--- src/rtl/eink_seq_ctrl.sv ---
// SSD1680-class e-paper refresh sequencer: panel reset, setup, pixel stream, update, sleep.
// Bytes go out through an external SPI master via a write/wait/stream handshake.
module eink_seq_ctrl #(
   parameter int X_BYTES       = 16,
   parameter int Y_LINES       = 250,
   parameter int RST_CYCLES    = 500000,
   parameter int SETTLE_CYCLES = 500000,
   parameter int BUSY_TIMEOUT  = 16777215,
   parameter int STRIPE_BIT    = 8
) (
   input  logic       clk,
   input  logic       rst,
   input  logic       start,
   input  logic [2:0] mode,
   input  logic [7:0] pix_data,
   input  logic       pix_valid,
   output logic       pix_ready,
   output logic [7:0] spi_data,
   output logic       spi_we,
   input  logic       spi_wait,
   output logic       spi_stream,
   output logic       dc,
   output logic       epd_resetb,
   input  logic       epd_busy,
   output logic       active,
   output logic       done,
   output logic       error
);

   localparam int TOTAL = X_BYTES * Y_LINES;
   localparam int PW0   = $clog2(TOTAL + 1);
   localparam int PW    = (PW0 > STRIPE_BIT) ? PW0 : STRIPE_BIT + 1;
   localparam int DMAX0 = (RST_CYCLES > SETTLE_CYCLES) ? RST_CYCLES : SETTLE_CYCLES;
   localparam int DMAX  = (DMAX0 > BUSY_TIMEOUT) ? DMAX0 : BUSY_TIMEOUT;
   localparam int DW    = $clog2(DMAX + 1);

   localparam logic [PW-1:0] P_LAST      = PW'(TOTAL - 1);
   localparam logic [DW-1:0] RST_LAST    = DW'(RST_CYCLES - 1);
   localparam logic [DW-1:0] SETTLE_LAST = DW'(SETTLE_CYCLES - 1);
   localparam logic [DW-1:0] BUSY_LAST   = DW'(BUSY_TIMEOUT - 1);
   localparam logic [7:0]    XM1         = 8'(X_BYTES - 1);
   localparam logic [8:0]    YM1         = 9'(Y_LINES - 1);

   typedef enum logic [3:0] {
      IDLE, HWRST, HWIDLE, SWRST, BUSY1, SETTLE, CMD, PIX, UPD, BUSY2, SLEEP, DONE
   } state_t;

   typedef enum logic [1:0] {S_GAP, S_SEND, S_HOLD, S_DRAIN} sub_t;

   state_t        state;
   sub_t          sub;
   logic          gap;
   logic [DW-1:0] cnt;
   logic [4:0]    idx;
   logic [PW-1:0] p;
   logic [2:0]    mode_q;

   logic [7:0]    cur_byte;
   logic          cur_first;
   logic          cur_last;
   logic          host_pix;

   assign host_pix  = (state == PIX) && (mode_q[1:0] == 2'd3);
   assign pix_ready = host_pix && (sub == S_SEND) && !spi_wait && !spi_we;

   // Byte table: what the current (state, idx, p) position sends and where its group ends.
   always_comb begin
      cur_byte  = 8'h00;
      cur_first = 1'b0;
      cur_last  = 1'b0;
      case (state)
         SWRST: begin cur_byte = 8'h12; cur_first = 1'b1; cur_last = 1'b1; end
         CMD: begin
            case (idx)
               5'd0:    begin cur_byte = 8'h11; cur_first = 1'b1; end
               5'd1:    begin cur_byte = 8'h03; cur_last  = 1'b1; end
               5'd2:    begin cur_byte = 8'h3C; cur_first = 1'b1; end
               5'd3:    begin cur_byte = 8'h05; cur_last  = 1'b1; end
               5'd4:    begin cur_byte = 8'h44; cur_first = 1'b1; end
               5'd5:    cur_byte = 8'h00;
               5'd6:    begin cur_byte = XM1;   cur_last  = 1'b1; end
               5'd7:    begin cur_byte = 8'h45; cur_first = 1'b1; end
               5'd8:    cur_byte = 8'h00;
               5'd9:    cur_byte = 8'h00;
               5'd10:   cur_byte = YM1[7:0];
               5'd11:   begin cur_byte = {7'd0, YM1[8]}; cur_last = 1'b1; end
               5'd12:   begin cur_byte = 8'h4E; cur_first = 1'b1; end
               5'd13:   begin cur_byte = 8'h00; cur_last  = 1'b1; end
               5'd14:   begin cur_byte = 8'h4F; cur_first = 1'b1; end
               5'd15:   cur_byte = 8'h00;
               5'd16:   begin cur_byte = 8'h00; cur_last  = 1'b1; end
               default: begin cur_byte = 8'h24; cur_first = 1'b1; end
            endcase
         end
         PIX: begin
            cur_last = (p == P_LAST);
            case (mode_q[1:0])
               2'd0:    cur_byte = 8'h00;
               2'd1:    cur_byte = 8'hFF;
               2'd2:    cur_byte = p[STRIPE_BIT] ? 8'hFF : 8'h00;
               default: cur_byte = pix_data;
            endcase
         end
         UPD: begin
            case (idx)
               5'd0:    begin cur_byte = 8'h22; cur_first = 1'b1; end
               5'd1:    begin cur_byte = mode_q[2] ? 8'hFC : 8'hF4; cur_last = 1'b1; end
               default: begin cur_byte = 8'h20; cur_first = 1'b1; cur_last = 1'b1; end
            endcase
         end
         SLEEP: begin
            if (idx == 5'd0) begin cur_byte = 8'h10; cur_first = 1'b1; end
            else begin cur_byte = 8'h01; cur_last = 1'b1; end
         end
         default: ;
      endcase
   end

   always_ff @(posedge clk) begin
      if (rst) begin
         state      <= IDLE;
         sub        <= S_GAP;
         gap        <= 1'b0;
         cnt        <= '0;
         idx        <= '0;
         p          <= '0;
         mode_q     <= '0;
         spi_data   <= 8'h00;
         spi_we     <= 1'b0;
         spi_stream <= 1'b0;
         dc         <= 1'b1;
         epd_resetb <= 1'b1;
         active     <= 1'b0;
         done       <= 1'b0;
         error      <= 1'b0;
      end else begin
         done <= 1'b0;
         case (state)
            IDLE: begin
               if (start) begin
                  mode_q     <= mode;
                  error      <= 1'b0;
                  active     <= 1'b1;
                  epd_resetb <= 1'b0;
                  cnt        <= '0;
                  state      <= HWRST;
               end
            end
            HWRST: begin
               if (cnt == RST_LAST) begin
                  epd_resetb <= 1'b1;
                  cnt        <= '0;
                  state      <= HWIDLE;
               end else cnt <= cnt + 1'b1;
            end
            HWIDLE: begin
               if (cnt == RST_LAST) begin
                  sub   <= S_GAP;
                  gap   <= 1'b0;
                  state <= SWRST;
               end else cnt <= cnt + 1'b1;
            end
            // Busy low on the entry cycle moves on at once; the counter only matters while busy stays high.
            BUSY1, BUSY2: begin
               if (!epd_busy) begin
                  cnt   <= '0;
                  idx   <= '0;
                  sub   <= S_GAP;
                  gap   <= 1'b0;
                  state <= (state == BUSY1) ? SETTLE : SLEEP;
               end else if (cnt == BUSY_LAST) begin
                  error      <= 1'b1;
                  spi_stream <= 1'b0;
                  dc         <= 1'b1;
                  active     <= 1'b0;
                  state      <= IDLE;
               end else cnt <= cnt + 1'b1;
            end
            SETTLE: begin
               if (cnt == SETTLE_LAST) begin
                  idx   <= '0;
                  sub   <= S_GAP;
                  gap   <= 1'b0;
                  state <= CMD;
               end else cnt <= cnt + 1'b1;
            end
            DONE: state <= IDLE;
            default: begin
               case (sub)
                  // Two idle cycles with stream low, then stream rises a cycle ahead of spi_we.
                  S_GAP: begin
                     if (gap) begin
                        spi_stream <= 1'b1;
                        sub        <= S_SEND;
                     end else gap <= 1'b1;
                  end
                  S_SEND: begin
                     if (!spi_wait && (!host_pix || pix_valid)) begin
                        spi_data <= cur_byte;
                        dc       <= ~cur_first;
                        spi_we   <= 1'b1;
                        sub      <= S_HOLD;
                     end
                  end
                  S_HOLD: begin
                     if (spi_wait) begin
                        spi_we <= 1'b0;
                        sub    <= S_DRAIN;
                     end
                  end
                  default: begin
                     if (!spi_wait) begin
                        if (cur_last) begin
                           spi_stream <= 1'b0;
                           sub        <= S_GAP;
                           gap        <= 1'b0;
                           case (state)
                              SWRST: begin cnt <= '0; state <= BUSY1; end
                              PIX:   begin idx <= '0; state <= UPD; end
                              UPD: begin
                                 if (idx == 5'd2) begin cnt <= '0; state <= BUSY2; end
                                 else idx <= idx + 5'd1;
                              end
                              SLEEP: begin
                                 done   <= 1'b1;
                                 active <= 1'b0;
                                 state  <= DONE;
                              end
                              default: idx <= idx + 5'd1;
                           endcase
                        end else begin
                           sub <= S_SEND;
                           if (state == CMD && idx == 5'd17) begin
                              p     <= '0;
                              state <= PIX;
                           end else if (state == PIX) p <= p + 1'b1;
                           else idx <= idx + 5'd1;
                        end
                     end
                  end
               endcase
            end
         endcase
      end
   end

endmodule

--- config.mk ---
export PLATFORM = sky130hd
export DESIGN_NAME = eink_seq_ctrl
export DESIGN_NICKNAME = d
export VERILOG_FILES = /design/src/rtl/eink_seq_ctrl.sv
export SDC_FILE = /design/constraint.sdc
export NUM_CORES = 1
export LEC_CHECK = 0
export CAP_MARGIN = 20
export CORE_MARGIN = 2
export CORE_UTILIZATION = 43
export DETAILED_ROUTE_END_ITERATION = 16
export GPL_TIMING_DRIVEN = 1
export PLACE_DENSITY_LB_ADDON = 0.05
export SLEW_MARGIN = 20
export SYNTH_ARGS = -nofsm -noshare
export SYNTH_HDL_FRONTEND = slang
export SYNTH_SLANG_ARGS = --single-unit
--- constraint.sdc ---
create_clock -name clk -period 3.4 [get_ports clk]
set_input_delay 0.68 -clock clk [delete_from_list [all_inputs] [get_ports clk]]
set_output_delay 0.68 -clock clk [all_outputs]
set_load 0.02 [all_outputs]
# == Word-level counts from Yosys, hierarchy flattened ==
# Cells that the tools add are included.
# totals
reg_bits,66
inputBits,17
# classes
addsub,3
eq_ne,73
mux,90
bitwise,10
reduce_logical,56
# op_table
cell,n
$mux 24,9
$pmux 24 s5,1
$pmux 8 s11,1
$mux 4,13
$pmux 24 s2,1
$mux 5,9
$eq 5x4->1 const B,8
$pmux 8 s5,1
$pmux 5 s3,2
$mux 1,27
$add 24x1->24 const B,1
$eq 24x19->1 const B,1
$eq 24x24->1 const B,1
$mux 12,2
$pmux 4 s6,1
$pmux 8 s3,1
$eq 5x3->1 const B,4
$ne 4x2->1 const B,5
$ne 2x2->1 const B,9
$reduce_and 9->1,2
$eq 4x3->1 const B,4
$eq 4x4->1 const B,4
$pmux 4 s4,1
$pmux 8 s2,1
other kinds (57),123

# == Logic depth before layout (Yosys ltp) ==
# logic_depth
ltp_word,8
ltp_mapped,12
depth_no_buf,9

# == Worst setup path before layout ==
# No wires, ideal clock.
# synth_timing
path_type,reg2reg
from,register idx[0]
to,register state[0]
arrival_time_ps,2222
t_required_ps,3277
path_slack_ps,1054
path_stages_with_launch,11
period_less_slack_ps,2346
path_cell_list,dfxtp_1 > inv_1 > ha_1 > buf_2 > or4b_4 > nand3_2 > o211ai_4 > nor2_8 > mux2i_4 > nand2_1 > mux2_1
# synth_via
elab_chain_len,8
# synth_lines
item,line,text
from (decl),54,logic [4:0] idx;
from (signal assigned),222,else idx <= idx + 5'd1;
from (signal assigned),229,default: idx <= idx + 5'd1;
from (signal assigned),237,else idx <= idx + 5'd1;
"$eq 5x1->1, or another cell as far along",74,case (idx)
$reduce_or 6->1 (no line),n/a,
$mux 1,74,
$pmux 1 s4,71,case (state)
$mux 4,213,if (cur_last) begin
$mux 4,212,if (!spi_wait) begin
$mux 4,189,case (sub)
$pmux 4 s6,138,case (state)
to (signal assigned),170,state <= (state == BUSY1) ? SETTLE : SLEEP;
to (decl),50,state_t state;
# Several ways; a longest one is shown, not always the timed one. The select of a mux whose other input is x is not followed.
# A chain may end at the register's enable or synchronous reset.

# == Worst setup path after layout ==
# layout_timing
from,input spi_wait
to,output pix_ready
# layout_via
elab_chain_len,3
# layout_lines
item,line,text
from (decl),20,"input logic spi_wait,"
$logic_not 1->1,n/a,
$logic_and 1x1->1 (2 in a row),64,assign pix_ready = host_pix && (sub == S_SEND) && !spi_wait && !spi_we;
to (decl),17,"output logic pix_ready,"
# Every way passes these cells.

==> results.md <==
Route:
- The number of vias after detailed routing is 4583.
- After detailed routing, no signal wire sits above met4.
- The DRC violation count after routing is 0.
- The detailed-route wire length on metal 1 is between 6 and 7 mm.
- The routed length on met2 is between 6 and 7 mm.
- Once detail routing completed, the nets flagged for antenna violations numbered 0.
- The first detailed-routing pass ran for 5 iterations.
- After detailed routing, the met3 layer carries around 630 microns of wire.
- Dividing the detail-routed wire length by the instance count gives roughly 17 microns.
- The initial detailed-routing violation count is 350.
- The total length of routed wires is roughly 13 mm.
- The routed via count divided by cell count is about 6.

Worst setup path:
- The critical setup path kind is primary input to primary output.
- The type of destination of the critical path is a primary output.
- The data required time at the worst endpoint is between 2000 and 3000 ps.
- At the worst endpoint, the arrival time is ~2300 ps.
- In this design, the stage delay of the slowest critical-path cell is 650 ps.
- The dominant delay contributor by cell family on the critical path is buffers and inverters.
- The type of element launching the critical path is a primary input.
- The combined buffer and inverter count along the critical path is 3.
- The worst register-to-register path has a setup slack of around 580 ps.
- Along the worst path, the maximum fanout reaches 7.
- The critical path goes through clkdlybuf4s50_1, inv_1, nand2_1, nor4_1, clkdlybuf4s50_1.
- The most numerous cell type found on the critical path is sky130_fd_sc_hd__clkdlybuf4s50_1.
- Among all stages on the critical path, the largest delay is contributed by sky130_fd_sc_hd__clkdlybuf4s50_1.

Global route:
- The via count of the first global-routing pass is approximately 4.3k.
- Entering global routing, the biggest net connects 33 pins.
- The initial antenna violation count is 0.
- The overflow left after global routing is 0.
- The global-route usage over all layers is 0.232.
- The first global-routing pass estimated 21.7 mm of wire.

Timing:
- The final number of hold-violating endpoints is 0.
- Headroom to the max-slew limit came out at 0.502.
- In the final timing run, aggregate negative setup slack is 0 ps.
- Setup repair after global routing left no endpoint under its margin.
- The post-route fraction of the period consumed by the critical path is 0.867.
- Timing would allow up to 339 MHz.
- The minimum clock period after layout is 2950 ps.
- The post-route clock skew is 8.21 ps.
- At the pin with the least slew margin, the transition time is about 750 ps.
- The max-slew violation total from the final report is 0.
- Setup violations remaining at the end of the flow were counted as 0.

Synthesis:
- The number of standard cells after synthesis is between 500 and 600.
- The most used flip-flop cell after synthesis is sky130_fd_sc_hd__dfxtp_1.
- The cell area that synthesis handed to floorplanning was approximately 4700 sq um.
- Of the synthesized area, sequential elements account for 0.279.
- The synthesized flop and latch total is between 60 and 70.
- The per-instance average area after synthesis is slightly below 8 sq um.
- The count of cell types in the netlist is slightly above 100.
- Counting flops with a built-in enable in the synthesized netlist gives 0.
- The cell type with the highest aggregate area in the netlist is sky130_fd_sc_hd__dfxtp_1.
- The count of warnings emitted by yosys is 0.
- For this run, asynchronously set or reset flops after synthesis account for 0.
- Yosys attributes the largest share of cell area to sky130_fd_sc_hd__dfxtp_1, sky130_fd_sc_hd__nor2_1, sky130_fd_sc_hd__o21ai_0, sky130_fd_sc_hd__a21oi_1, sky130_fd_sc_hd__nand2_1.
- The share of Yosys cell area claimed by the top area cell type is 0.279.
- When the netlist entered floorplanning its net count stood at 625.

Floorplan:
- For this configuration, the core starts out at a cell density of 0.439.
- The floorplan step defined a die boundary enclosing 11900 sq um.
- The floorplan step set the die height to 109 microns.
- In this run the standard cell core region covers 10800 sq um.
- The number of rows created at floorplan is 38.
- During I/O placement, the number of pins put on the boundary was 33.
- The die span in x is ~110 microns.

Layout:
- After the flow finishes, the layout carries non-filler instances totaling about 770.
- The summed area of non-filler cells in the final layout is around 5400 sq um.
- The area growth from synthesis to layout is 13.4%.
- 0 antenna diodes ended up in the layout.
- The final-stage net count is between 600 and 700.
- Of the cells placed in the final design, the portion with a size suffix greater than 1 is 0.128.

CTS:
- After clock tree synthesis, the flow added hold-fix buffers numbering 0.
- Clock tree synthesis found a total of 66 sinks.
- Once the clock tree was built, the resizer swapped 0 gates to a different size.
- The post-CTS setup-driven buffer insertion count is 0.
- In this run the clock root is driven by a sky130_fd_sc_hd__clkbuf_8.
- The clock passes through at most 2 buffers.
- The clock edge transition at the registers on the reported setup and hold paths is 80 ps.
- The clock insertion delay at the later pin of the skew report is about 350 ps.
- TritonCTS built the clock tree.
- Buffers inserted during clock tree synthesis total 9.
- The CTS H-tree depth is 3.

Pwr:
- The power density over the cells is ~560 nW/um^2.
- The maximum VDD drop is between 0.2 and 0.25 mV.
- The leakage dissipation is between 1.5 and 2 nW.

Worst hold path:
- The worst hold-check path type is flip-flop to flip-flop.

Flow run:
- The number of max-capacitance violations reported is 0.

Place:
- In this run the cell area measured after placement is between 5000 and 6000 sq um.
- At the end of routability-driven placement, the weighted congestion stood at about 0.88.
- The count of buffers from port buffering is 32.
- After detailed placement, the design holds a cell count of 750.
- The half-perimeter wire length after placement is roughly 9.5 mm.

Status:
- The run finished with clean final reports.
path summary, 6_finish.rpt:
check	startpoint	to	cells past startpoint
worst min register to register	spi_data[3]	spi_data[3]	2
worst min-delay path	spi_data[3]	spi_data[3]	2
worst max-delay path	spi_wait	pix_ready	5
worst max register to register	idx[0]	state[0]	9
final cells by class:
type                       count  area, sq um
inverter                      17         63.8
fill                        1057         5420
timing repair buffer          52          470
clock buffer                   9          124
tap                          140          175
clock inverter                 7          118
multi-input combinational    475         3100
sequential                    66         1320
power by group:
group	total [mW]	leakage [nW]	switching, mW	internal (mW)
combinational	1.25	1.24	0.743	0.506
sequential	0.928	0.533	0.0985	0.830
clock	0.815	0.123	0.328	0.487
per-layer routing:
| metal | vias to the layer above | GRT usage |
|---|---|---|
| li1 | 2262 | - |
| met1 | 2176 | 0.324 |
| met3 | 25 | 0.0412 |
| met2 | 120 | 0.358 |
| met4 | 0 | 0.0833 |
| met5 | - | 0 |
sequential cells by signal, summed over array words and instances (netlist names):
name and flops:
active 1, cnt 24, dc 1, done 1, epd_resetb 1, error 1, gap 1, idx 5
mode_q 3, p 12, spi_data 8, spi_stream 1, spi_we 1, state 4, sub 2
through the flow:
| step | power (mW) | hold slack, ps | utilization | setup WS [ps] |
|---|---|---|---|---|
| floorplan | 1.85 | 448 | - | 1050 |
| global placement | 2.17 | 445 | 0.476 | 454 |
| detailed placement | 2.17 | 449 | 0.476 | 450 |
| CTS | 3.00 | 459 | 0.498 | 440 |
| global route | 3.19 | 491 | 0.498 | 323 |
| finish | 2.99 | 459 | 0.498 | 451 |
worst min-delay path, stage by stage (launching register included):
cell and delay (ps):
sky130_fd_sc_hd__dfxtp_1 310, sky130_fd_sc_hd__nand2_1 50, sky130_fd_sc_hd__a21oi_1 50
cell usage after synthesis (11+ instances only):
| cell | count |
|---|---|
| sky130_fd_sc_hd__nor3_1 | 11 |
| sky130_fd_sc_hd__nor2_1 | 68 |
| sky130_fd_sc_hd__ha_1 | 12 |
| sky130_fd_sc_hd__o21ai_0 | 45 |
| sky130_fd_sc_hd__buf_2 | 14 |
| sky130_fd_sc_hd__a31oi_1 | 11 |
| sky130_fd_sc_hd__o21ai_1 | 14 |
| sky130_fd_sc_hd__inv_1 | 16 |
| sky130_fd_sc_hd__a21oi_1 | 38 |
| sky130_fd_sc_hd__nand4_1 | 14 |
| sky130_fd_sc_hd__nor2b_1 | 15 |
| sky130_fd_sc_hd__and3_1 | 12 |
| sky130_fd_sc_hd__dfxtp_1 | 66 |
| sky130_fd_sc_hd__nand2_1 | 41 |
| sky130_fd_sc_hd__nand3_1 | 24 |
placed cells by master, fill, tap and decap left out, types with 3 or more instances in the layout:
| master | n |
|---|---|
| sky130_fd_sc_hd__nor2_1 | 68 |
| sky130_fd_sc_hd__dfxtp_1 | 66 |
| sky130_fd_sc_hd__o21ai_0 | 45 |
| sky130_fd_sc_hd__nand2_1 | 41 |
| sky130_fd_sc_hd__a21oi_1 | 38 |
| sky130_fd_sc_hd__clkdlybuf4s50_1 | 32 |
| sky130_fd_sc_hd__nand3_1 | 24 |
| sky130_fd_sc_hd__buf_4 | 20 |
| sky130_fd_sc_hd__inv_1 | 16 |
| sky130_fd_sc_hd__nor2b_1 | 15 |
| sky130_fd_sc_hd__nand4_1 | 14 |
| sky130_fd_sc_hd__o21ai_1 | 14 |
| sky130_fd_sc_hd__and3_1 | 12 |
| sky130_fd_sc_hd__ha_1 | 12 |
| sky130_fd_sc_hd__nor3_1 | 11 |
| sky130_fd_sc_hd__a31oi_1 | 11 |
| sky130_fd_sc_hd__nand2b_1 | 10 |
| sky130_fd_sc_hd__xor2_1 | 10 |
| sky130_fd_sc_hd__nor4_1 | 9 |
| sky130_fd_sc_hd__clkbuf_8 | 9 |
| sky130_fd_sc_hd__mux2i_1 | 8 |
| sky130_fd_sc_hd__o31ai_1 | 8 |
| sky130_fd_sc_hd__o211ai_1 | 7 |
| sky130_fd_sc_hd__a211oi_1 | 5 |
| sky130_fd_sc_hd__nand4b_1 | 4 |
| sky130_fd_sc_hd__and2_1 | 4 |
| sky130_fd_sc_hd__and4_1 | 4 |
| sky130_fd_sc_hd__or2_2 | 3 |
| sky130_fd_sc_hd__mux2_2 | 3 |
| sky130_fd_sc_hd__o22ai_1 | 3 |
| sky130_fd_sc_hd__a21boi_0 | 3 |
| sky130_fd_sc_hd__bufinv_16 | 3 |
cells by family (layout without fill, tap and decap cells):
logic type,count (synthesis),after routing,synth area share
AOI/OAI and AO/OA,176,176,0.241
muxes,14,14,0.0359
DFF,66,66,0.279
and+or+nand+nor,261,261,0.323
xor gates and xnor gates,12,12,0.0222
adders and majority gates,12,12,0.0317
buffers and inverters,55,85,0.0668
(Power assumes the default switching activity.)
